$ cat src/rtl/rom_line_buffer.sv
// One-line ROM read buffer between the mapper ROM bus and the SDRAM read port; hits return in 1 cycle.
// Misses fill the whole line critical-word-first with wrap; ROM_BUSY stalls the mapper until its word lands.
module rom_line_buffer #(
  parameter int LINE_WORDS = 4,
  parameter int ADDR_W     = 24
) (
  input  logic              MCLK,
  input  logic              RESET_N,
  input  logic [ADDR_W-1:0] ROM_ADDR,
  input  logic [ADDR_W-1:0] ROM_MASK,
  input  logic              ROM_CE_N,
  input  logic              ROM_OE_N,
  input  logic              ROM_WORD,
  output logic [15:0]       ROM_Q,
  output logic              ROM_BUSY,
  input  logic              INVALIDATE,
  output logic [ADDR_W-2:0] MEM_ADDR,
  output logic              MEM_RD,
  input  logic              MEM_ACK,
  input  logic [15:0]       MEM_DQ
);

  localparam int IDX_W = $clog2(LINE_WORDS);
  localparam int TAG_W = ADDR_W - 1 - IDX_W;
  localparam logic [IDX_W:0] CNT_FULL = (IDX_W+1)'(LINE_WORDS);

  typedef enum logic [1:0] {S_IDLE, S_REQ, S_GAP} state_t;

  state_t                state;
  logic [TAG_W-1:0]      tag_r;
  logic [IDX_W-1:0]      idx_r;
  logic [IDX_W:0]        cnt_r;
  logic [LINE_WORDS-1:0] valid;
  logic                  inv_pend;
  logic [15:0]           line_q [LINE_WORDS];

  logic [ADDR_W-1:0] eff_addr;
  logic [TAG_W-1:0]  req_tag;
  logic [IDX_W-1:0]  req_idx;
  logic [IDX_W-1:0]  idx_inc;
  logic              access;
  logic              tag_match;
  logic              hit;
  logic              ack_take;
  logic              ack_fwd;

  assign eff_addr  = ROM_ADDR & ROM_MASK;
  assign req_tag   = eff_addr[ADDR_W-1 -: TAG_W];
  assign req_idx   = eff_addr[IDX_W:1];
  assign idx_inc   = idx_r + IDX_W'(1);
  assign access    = !ROM_CE_N && !ROM_OE_N;
  assign tag_match = (req_tag == tag_r);
  assign hit       = access && tag_match && valid[req_idx];
  assign ack_take  = (state == S_REQ) && MEM_ACK;
  // The word the mapper is stalled on is forwarded straight from the SDRAM bus.
  assign ack_fwd   = ack_take && access && tag_match && (req_idx == idx_r);
  assign ROM_BUSY  = access && !hit;

  function automatic logic [15:0] fmt(input logic [15:0] w, input logic word_acc, input logic hi_byte);
    logic [7:0] b;
    b = hi_byte ? w[15:8] : w[7:0];
    return word_acc ? w : {b, b};
  endfunction

  always_ff @(posedge MCLK) begin
    if (ack_take) line_q[idx_r] <= MEM_DQ;
  end

  always_ff @(posedge MCLK or negedge RESET_N) begin
    if (!RESET_N) begin
      state    <= S_IDLE;
      tag_r    <= '0;
      idx_r    <= '0;
      cnt_r    <= '0;
      valid    <= '0;
      inv_pend <= 1'b0;
      ROM_Q    <= '0;
      MEM_RD   <= 1'b0;
      MEM_ADDR <= '0;
    end else begin
      if (hit)
        ROM_Q <= fmt(line_q[req_idx], ROM_WORD, eff_addr[0]);
      else if (ack_fwd)
        ROM_Q <= fmt(MEM_DQ, ROM_WORD, eff_addr[0]);

      case (state)
        S_IDLE: begin
          if (access && !hit) begin
            tag_r    <= req_tag;
            idx_r    <= req_idx;
            cnt_r    <= '0;
            valid    <= '0;
            inv_pend <= 1'b0;
            MEM_ADDR <= {req_tag, req_idx};
            MEM_RD   <= 1'b1;
            state    <= S_REQ;
          end else if (INVALIDATE) begin
            valid <= '0;
          end
        end
        S_REQ: begin
          if (INVALIDATE) inv_pend <= 1'b1;
          if (MEM_ACK) begin
            valid[idx_r] <= 1'b1;
            cnt_r        <= cnt_r + (IDX_W+1)'(1);
            MEM_RD       <= 1'b0;
            state        <= S_GAP;
          end
        end
        S_GAP: begin
          idx_r <= idx_inc;
          if (cnt_r == CNT_FULL) begin
            // Invalidates seen during the fill are applied only once it is complete.
            if (inv_pend || INVALIDATE) valid <= '0;
            inv_pend <= 1'b0;
            state    <= S_IDLE;
          end else begin
            if (INVALIDATE) inv_pend <= 1'b1;
            MEM_ADDR <= {tag_r, idx_inc};
            MEM_RD   <= 1'b1;
            state    <= S_REQ;
          end
        end
        default: state <= S_IDLE;
      endcase
    end
  end

endmodule

$ cat config.mk
export PLATFORM = sky130hd
export DESIGN_NAME = rom_line_buffer
export DESIGN_NICKNAME = d
export VERILOG_FILES = /design/src/rtl/rom_line_buffer.sv
export SDC_FILE = /design/constraint.sdc
export NUM_CORES = 1
export LEC_CHECK = 0
export CAP_MARGIN = 20
export CORE_MARGIN = 5
export CORE_UTILIZATION = 30
export CTS_CLUSTER_SIZE = 28
export DETAILED_ROUTE_END_ITERATION = 12
export PLACE_DENSITY = 0.47
export SYNTH_ARGS = -nofsm -noshare
export SYNTH_HDL_FRONTEND = slang
export SYNTH_SLANG_ARGS = --single-unit
$ cat constraint.sdc
create_clock -name MCLK -period 4.5 [get_ports MCLK]
set_input_delay 0.675 -clock MCLK [delete_from_list [all_inputs] [get_ports MCLK]]
set_output_delay 0.675 -clock MCLK [all_outputs]
set_load 0.01 [all_outputs]
==> flow_summary_export.csv, run 1 <==
group,metric,value,unit
yosys,yosys_warnings,0,
cts,cts_sinks,137,
yosys,syn-cell-area,7060,µm²
power,leakage,3.61,nW
yosys,seq_area_frac_synth,53.1,%
routing,drcViolationCount,0,
sta,rsz0062_at_grt,"no",
layout,antenna_cells,0,
placed_design,detailed_place_hpwl,12.9,mm
layout,fin_util,39.1,%
critical_path,cp_common_cell,"clkdlybuf4s50_1",
critical_path,worstPathArrival,3.25,ns
run,drv_cap,0,
layout,final-seq-area,3750,µm²
critical_path,crit_end,"ROM_BUSY",
sta,tightest_slew,1.05,ns
sta,slew_headroom,29.7,%
yosys,synth_nets,733,
cts,clock-root-buffer,"clkbuf_16",
sta,maxSlewViolCount,0,
die,rows,56,
die,initial_core_util,30.2,%
min_path,hp-class,"in2async",
die,ios,112,
placed_design,place.gp.congestion,0.753,
cts,clk_pin_slew,0.06,ns
sta,fmax,0.255,GHz
sta,hold_ws,0.233,ns
global_routing,grt_pass1_wl,30.3,mm
die,die_h,163,µm
routing,drtAntennaViolNets,0,
cts,clkLatencyLatePin,0.42,ns
routing,routed_wl,19.5,mm
critical_path,max_stage_delay,0.71,ns
power,ir_drop,231,µV
cts,cts_made_buffers,17,
critical_path,crit_chain,"clkdlybuf4s50_1, and3_1, o22ai_1, or4_1, nor4_1, nor2_1, clkdlybuf4s50_1",
critical_path,critPathKind,"in2out",
yosys,synth_top_area_share,27.2,%
global_routing,track_usage,14.6,%
yosys,synthFlopType,"dfrtp_1",
critical_path,crit_buf_inv,2,
critical_path,startpoint_type,"input pin",
layout,fin_nets,831,
power,power_density,497,nW/µm²
yosys,yosysMostFrequentCell,"nand2_1",
yosys,ys_ff_latch,137,
global_routing,top_usage_layer,"met2",
yosys,synth-edff-count,64,
sta,setup_violations,0,
cts,htree_num_levels,4,
yosys,synthCells,652,
die,die_w,163,µm
cts,clock_path_buffers,2,
power,power,4.53,mW
critical_path,regToRegStartpoint,"tag_r[16]",
cts,ctsResizeCount,0,
cts,holdBufCountCts,0,
sta,hold_violations,0,
sta,period_share,87.2,%
routing,drtIter0Drc,369,
critical_path,reg2reg_to,"ROM_Q[12]",
global_routing,use_met2,23.2,%
cts,cts_tree,"done",
sta,fin_tns_setup,0,ns
cts,cts_setup_buffers,0,
yosys,synth_top_area_cell,"edfxtp_1",
routing,vias,5418,
critical_path,reg2regPathDepth,6,
run_status,outcome,"finished clean",
yosys,synthTopCellsByArea,"edfxtp_1 (27%), dfrtp_1 (26%), nand2_1 (5.9%)",
critical_path,cp.required,3.83,ns
global_routing,grt_pass1_vias,5468,
critical_path,cp.depth,7,
global_routing,antenna_found_initial,0,
yosys,synthArstFlopShare,53.3,%
global_routing,gr-total-overflow,0,
sta,fin_skew,0.00954,ns
routing,dr.pass1.iters,5,
critical_path,crit_start,"ROM_ADDR[23]",
critical_path,cp_top_family,"simple AND/OR/NAND/NOR gates",
die,fp.dieArea,26700,µm²
routing,detail_route.wl_per_cell,18.0,µm
placed_design,port_buffers,111,
layout,drive_above_1_share,11.9,%
critical_path,endpoint_kind,"output port",
die,core-area,23300,µm²
global_routing,grt_max_degree,74,
global_routing,met1_usage,20.1,%
yosys,synthDistinctLibCells,51,
critical_path,crit_fanout,6,
global_routing,use_met3,3.86,%
critical_path,cp_slowest_cell,"or4_1",
yosys,avgSynthCellArea,10.8,µm²
routing,viasPerCell,5.01,
layout,area_growth,29.1,%
yosys,synth_common_cells,"nand2_1 (111), dfrtp_1 (73), edfxtp_1 (64)",
layout,fillers,2279,
sta,min_period,3.93,ns
layout,multi_input_area,3050,µm²
critical_path,r2r_setup_slack,1.59,ns
## worst min path at each step
stage	endpoint	slack, ns	cells past startpoint
final	tag_r[13]	0.23	1
after global routing	tag_r[13]	0.27	1
after CTS	tag_r[13]	0.46	1
after detailed placement	MEM_ADDR[22]	0.50	1
after global placement	MEM_RD	0.50	2
after floorplan	MEM_ADDR[0]	0.38	0
## through the flow
stage               cell area (µm²)  instances  setup slack [ns]
detailed placement             8490       1049             0.580
global route                   9110       1082             0.434
floorplan                      7060        652              1.66
finish                         9110       1082             0.575
global placement               8470       1048             0.636
CTS                            9090       1081             0.578
## registers in the layout (all words and copies together) (netlist names)
name      count
cnt_r         3
valid         4
MEM_ADDR     23
tag_r        21
ROM_Q        16
state         2
MEM_RD        1
line_q       64
idx_r         2
inv_pend      1
## kinds of logic after synthesis
family,synth area share (%)
AND/OR/NAND/NOR,14.4
adder cells (fa/ha/maj),1.77
AO/OA/AOI/OAI,13.8
XOR/XNOR,0.496
flip-flops,53.1
multiplexers,12.4
buffers and inverters,4.02
## power by group
part | switching, mW | total (mW) | internal [mW]
combinational | 0.681 | 1.34 | 0.662
sequential | 0.182 | 1.75 | 1.57
clock | 0.561 | 1.44 | 0.875
total | 1.42 | 4.53 | 3.11
## final cells by class
type | instances | share of cell area [%]
Clock inverter | 14 | 1.88
Tap cell | 319 | 4.38
Inverter | 25 | 1.03
Timing Repair Buffer | 122 | 13.4
Sequential cell | 137 | 41.1
Clock buffer | 18 | 4.71
Multi-Input combinational cell | 447 | 33.4
## layout by cell type, fill, tap and decap left out, types with 3 or more instances in the layout
cell type,instances
mux2_4,20
nor2_1,22
clkbuf_16,17
bufinv_16,3
or2_2,10
buf_4,10
clkinv_4,3
or4_1,4
clkdlybuf4s50_1,110
inv_1,25
and3_1,25
o21ai_0,49
ha_1,10
o32a_1,4
mux2_2,3
a21oi_1,33
a211oi_1,16
dfrtp_1,73
nand3_1,36
mux2i_1,34
a32o_1,16
mux4_2,9
nand2_1,111
inv_6,3
o22ai_1,8
edfxtp_1,64
## layer usage
| layer | share of wire, % | wire [µm] |
|---|---|---|
| met4 | 0.83 | 161 |
| met3 | 6.1 | 1180 |
| met1 | 47 | 9230 |
| met5 | 0 | 0 |
| met2 | 46 | 8940 |
Note: power is estimated with default switching activity, not from simulation.
==> run 2: changes to the inputs <==
CTS_CLUSTER_SIZE = 12   (was 28)
SLEW_MARGIN = 20   (was not set)
==> flow_summary_export.csv, run 2 (synthesis results as in run 1) <==
group,metric,value,unit
die,rows,56,
critical_path,cp_top_family,"simple AND/OR/NAND/NOR gates",
placed_design,port_buffers,111,
global_routing,grt_max_degree,74,
layout,top_register,"line_q",
die,die_w,163,µm
placed_design,place.gp.congestion,0.753,
cts,ctsResizeCount,0,
routing,vias,5420,
critical_path,cp_slowest_cell,"or4_1",
routing,routed_wl,19.5,mm
sta,hold_violations,0,
critical_path,cp_common_cell,"clkdlybuf4s50_1",
cts,clock_path_buffers,2,
routing,drcViolationCount,0,
routing,drtAntennaViolNets,0,
die,ios,112,
critical_path,max_stage_delay,0.69,ns
global_routing,gr-total-overflow,0,
die,initial_core_util,30.2,%
placed_design,detailed_place_hpwl,12.9,mm
critical_path,crit_chain,"clkdlybuf4s50_1, and3_1, o22ai_1, or4_1, nor4_1, nor2_1, clkdlybuf4s50_1",
routing,dr.pass1.iters,5,
critical_path,worstPathArrival,3.25,ns
die,fp.dieArea,26700,µm²
cts,cts_sinks,137,
critical_path,crit_buf_inv,2,
cts,clk_pin_slew,0.06,ns
sta,tightest_slew,1.06,ns
cts,cts_setup_buffers,0,
layout,drive_above_1_share,11.8,%
critical_path,critPathKind,"in2out",
global_routing,grt_pass1_wl,30.3,mm
cts,htree_num_levels,4,
power,ir_drop,230,µV
sta,slew_headroom,29.5,%
sta,fmax,0.255,GHz
sta,setup_violations,0,
cts,holdBufCountCts,0,
layout,final_cell_mix,"nand2_1 (111), clkdlybuf4s50_1 (110), dfrtp_1 (73), edfxtp_1 (64), o21ai_0 (49)",
routing,drtIter0Drc,308,
global_routing,grt_pass1_vias,5468,
power,power_density,497,nW/µm²
die,core-area,23300,µm²
die,die_h,163,µm
global_routing,track_usage,14.6,%
cts,clkLatencyLatePin,0.42,ns
sta,period_share,87.1,%
layout,largest_register_ffs,64,
run_status,outcome,"finished clean",
routing,detail_route.wl_per_cell,18.0,µm
critical_path,cp.required,3.83,ns
routing,viasPerCell,5.01,
min_path,hp-class,"in2async",
sta,rsz0062_at_grt,"no",
critical_path,endpoint_kind,"output port",
run,drv_cap,0,
layout,reg_top3,"line_q x64, MEM_ADDR x23, tag_r x21",
cts,cts_made_buffers,17,
sta,fin_tns_setup,0,ns
global_routing,antenna_found_initial,0,
sta,fin_skew,0.00867,ns
layout,fin_nets,830,
layout,final_common_cell,"nand2_1",
sta,min_period,3.92,ns
power,leakage,3.61,nW
cts,cts_tree,"done",
layout,area_growth,28.9,%
power,power,4.52,mW
critical_path,startpoint_type,"input pin",
layout,fin_util,39.0,%
cts,clock-root-buffer,"clkbuf_16",
critical_path,crit_fanout,6,
sta,maxSlewViolCount,0,
layout,antenna_cells,0,
==> run 2: cell types whose count changed in the layout (fill, tap and decap cells not counted), sizes merged <==
cell  before  now
buf       12   11
==> run 2: stage by stage <==
stage | cells | worst slack [ns] | hold WS (ns) | instance area (µm²)
after floorplan | 652 | 1.66 | 0.379 | 7060
after global placement | 1048 | 0.636 | 0.496 | 8470
after detailed placement | 1049 | 0.580 | 0.501 | 8490
after CTS | 1081 | 0.578 | 0.461 | 9090
after global routing | 1081 | 0.434 | 0.356 | 9100
final | 1081 | 0.579 | 0.291 | 9100
==> run 2: path summary, 6_finish.rpt <==
check	from	endpoint	slack, ns	depth (start not counted)
max	ROM_ADDR[10]	ROM_BUSY	0.58	7
min	RESET_N	MEM_ADDR[15]	0.29	1
max reg2reg	tag_r[2]	ROM_Q[12]	1.59	6
min reg2reg	MEM_ADDR[4]	MEM_ADDR[4]	0.51	1
max in group asynchronous	RESET_N	MEM_ADDR[20]	3.71	1
min in group MCLK	MEM_ADDR[4]	MEM_ADDR[4]	0.51	1
==> run 2: where the power goes <==
group	leakage, nW	internal, mW	total (mW)	switching [mW]
Clock	0.289	0.875	1.43	0.560
Sequential	1.46	1.57	1.75	0.180
Combinational	1.86	0.660	1.34	0.680
Total	3.61	3.10	4.52	1.42
==> run 2: metal layers <==
metal	GRT usage [%]	wire, µm	up-vias
met5	0	0	-
met4	3.47	161	0
met3	3.86	1200	15
met2	23.2	8970	185
met1	20.1	9150	2633
li1	-	-	2587
==> run 2: final cells by class <==
type / count / area (µm²)
clock buffers: 18 / 429
well taps: 319 / 399
clock inverters: 14 / 171
flip-flops and latches: 137 / 3750
multi-input cells: 447 / 3050
inverters: 25 / 93.8
fillers: 2278 / 14200
repair buffers: 121 / 1210
==> run 3: changes to the inputs <==
CORE_ASPECT_RATIO = 2   (was not set)
==> flow_summary_export.csv, run 3 (synthesis results as in run 1) <==
group,metric,value,unit
layout,largest_register_ffs,64,
global_routing,track_usage,14.7,%
layout,final_cell_mix,"nand2_1 (111), clkdlybuf4s50_1 (110), dfrtp_1 (73), edfxtp_1 (64), o21ai_0 (49)",
cts,ctsResizeCount,0,
critical_path,startpoint_type,"input pin",
power,leakage,3.61,nW
layout,top_register,"line_q",
die,rows,79,
critical_path,critPathKind,"in2out",
die,die_w,118,µm
layout,area_growth,28.3,%
global_routing,gr-total-overflow,0,
placed_design,detailed_place_hpwl,13.7,mm
sta,hold_violations,0,
layout,final-seq-area,3750,µm²
critical_path,cp.required,3.83,ns
cts,cts_sinks,137,
critical_path,cp_slowest_cell,"or4_1",
die,core-area,23200,µm²
global_routing,grt_pass1_vias,5580,
layout,drive_above_1_share,12.1,%
layout,final_common_cell,"nand2_1",
cts,cts_setup_buffers,0,
layout,fillers,2257,
routing,drtAntennaViolNets,0,
placed_design,dpl-instance-area,8430,µm²
cts,clock_path_buffers,2,
cts,cts_tree,"done",
sta,hold_ws,0.235,ns
critical_path,max_stage_delay,0.74,ns
placed_design,port_buffers,111,
cts,clkLatencyLatePin,0.43,ns
power,power_density,503,nW/µm²
die,initial_core_util,30.4,%
routing,vias,5409,
critical_path,reg2reg_to,"ROM_Q[6]",
power,ir_drop,297,µV
sta,setup_violations,0,
critical_path,reg2regPathDepth,6,
layout,multi_input_area,3050,µm²
sta,setup_slack,0.549,ns
sta,min_period,3.95,ns
sta,maxSlewViolCount,0,
cts,htree_num_levels,4,
sta,period_share,87.8,%
sta,fin_skew,0.00641,ns
placed_design,place.gp.congestion,0.817,
global_routing,grt_max_degree,49,
die,ios,112,
cts,clk_pin_slew,0.06,ns
critical_path,crit_buf_inv,2,
cts,clock-root-buffer,"clkbuf_16",
critical_path,cp_common_cell,"clkdlybuf4s50_1",
critical_path,regToRegStartpoint,"tag_r[19]",
routing,routed_wl,19.7,mm
critical_path,crit_chain,"clkdlybuf4s50_1, and3_1, o22ai_1, or4_1, nor4_1, nor2_1, clkdlybuf4s50_1",
routing,detail_route.wl_per_cell,18.8,µm
global_routing,antenna_found_initial,0,
layout,reg_top3,"line_q x64, MEM_ADDR x23, tag_r x21",
routing,drcViolationCount,0,
sta,rsz0062_at_grt,"no",
critical_path,endpoint_kind,"output port",
run_status,outcome,"finished clean",
critical_path,crit_fanout,6,
sta,fin_tns_setup,0,ns
layout,fin_nets,830,
min_path,hp-class,"in2async",
routing,viasPerCell,5.18,
run,drv_cap,0,
sta,tightest_slew,1.10,ns
routing,dr.pass1.iters,4,
die,die_h,227,µm
global_routing,grt_pass1_wl,30.8,mm
cts,cts_made_buffers,17,
die,fp.dieArea,26900,µm²
sta,fmax,0.253,GHz
critical_path,cp_top_family,"simple AND/OR/NAND/NOR gates",
layout,antenna_cells,0,
cts,holdBufCountCts,0,
placed_design,dpl_worst_slack,0.548,ns
sta,slew_headroom,26.6,%
layout,design_area,9050,µm²
critical_path,worstPathArrival,3.28,ns
critical_path,r2r_setup_slack,1.56,ns
routing,drtIter0Drc,258,
layout,fin_util,39.0,%
-- run 3: cell count changes in the layout (fill, tap and decap cells not counted) --
cell | previous run | this run
buf_16 | 1 | 0
clkinv_1 | 1 | 0
clkinv_2 | 2 | 4
clkbuf_1 | 1 | 0
clkinv_4 | 3 | 2
buf_6 | 1 | 0
buf_4 | 9 | 11
bufinv_16 | 3 | 4
-- run 3: per-layer routing --
| layer | up-vias | wire, µm | global-route usage, % |
|---|---|---|---|
| met1 | 2635 | 7460 | 15.7 |
| met3 | 33 | 1110 | 3.89 |
| li1 | 2581 | - | - |
| met2 | 160 | 10600 | 27.3 |
| met5 | - | 0 | 0 |
| met4 | 0 | 527 | 6.01 |
-- run 3: worst reg2reg max path: cells and delay by family, from the launching register on --
family,cells,cell delay [ns]
simple gates,4,1.95
flops,1,0.38
compound gates,2,0.50
-- run 3: final cells by class --
cell class	instances	share of cell area, %
Clock inverter	15	2.20
Timing Repair Buffer	121	13.1
Multi-Input combinational cell	447	33.7
Sequential cell	137	41.4
Inverter	25	1.04
Tap cell	283	3.91
Clock buffer	17	4.70
-- run 3: worst max-delay path by stage --
stage                  from            to  slack, ns  depth (start not counted)
2_1_floorplan  ROM_ADDR[22]  MEM_ADDR[10]       1.66                          8
3_3_place_gp   ROM_ADDR[22]      ROM_BUSY       0.60                          7
3_5_place_dp   ROM_ADDR[22]      ROM_BUSY       0.55                          7
4_1_cts        ROM_ADDR[22]      ROM_BUSY       0.54                          7
5_1_grt         ROM_MASK[9]      ROM_BUSY       0.40                          7
6_report       ROM_ADDR[22]      ROM_BUSY       0.55                          7
-- run 3: metrics by stage --
step	power, mW	cells
5_1_grt	4.83	1045
3_3_place_gp	3.09	1013
4_1_cts	4.62	1045
3_5_place_dp	3.12	1013
2_1_floorplan	2.58	652
6_report	4.55	1045
-- run 3: report_power, final --
part	internal, mW	switching [mW]
Sequential	1.57	0.186
Combinational	0.647	0.665
Clock	0.929	0.558
Total	3.15	1.41
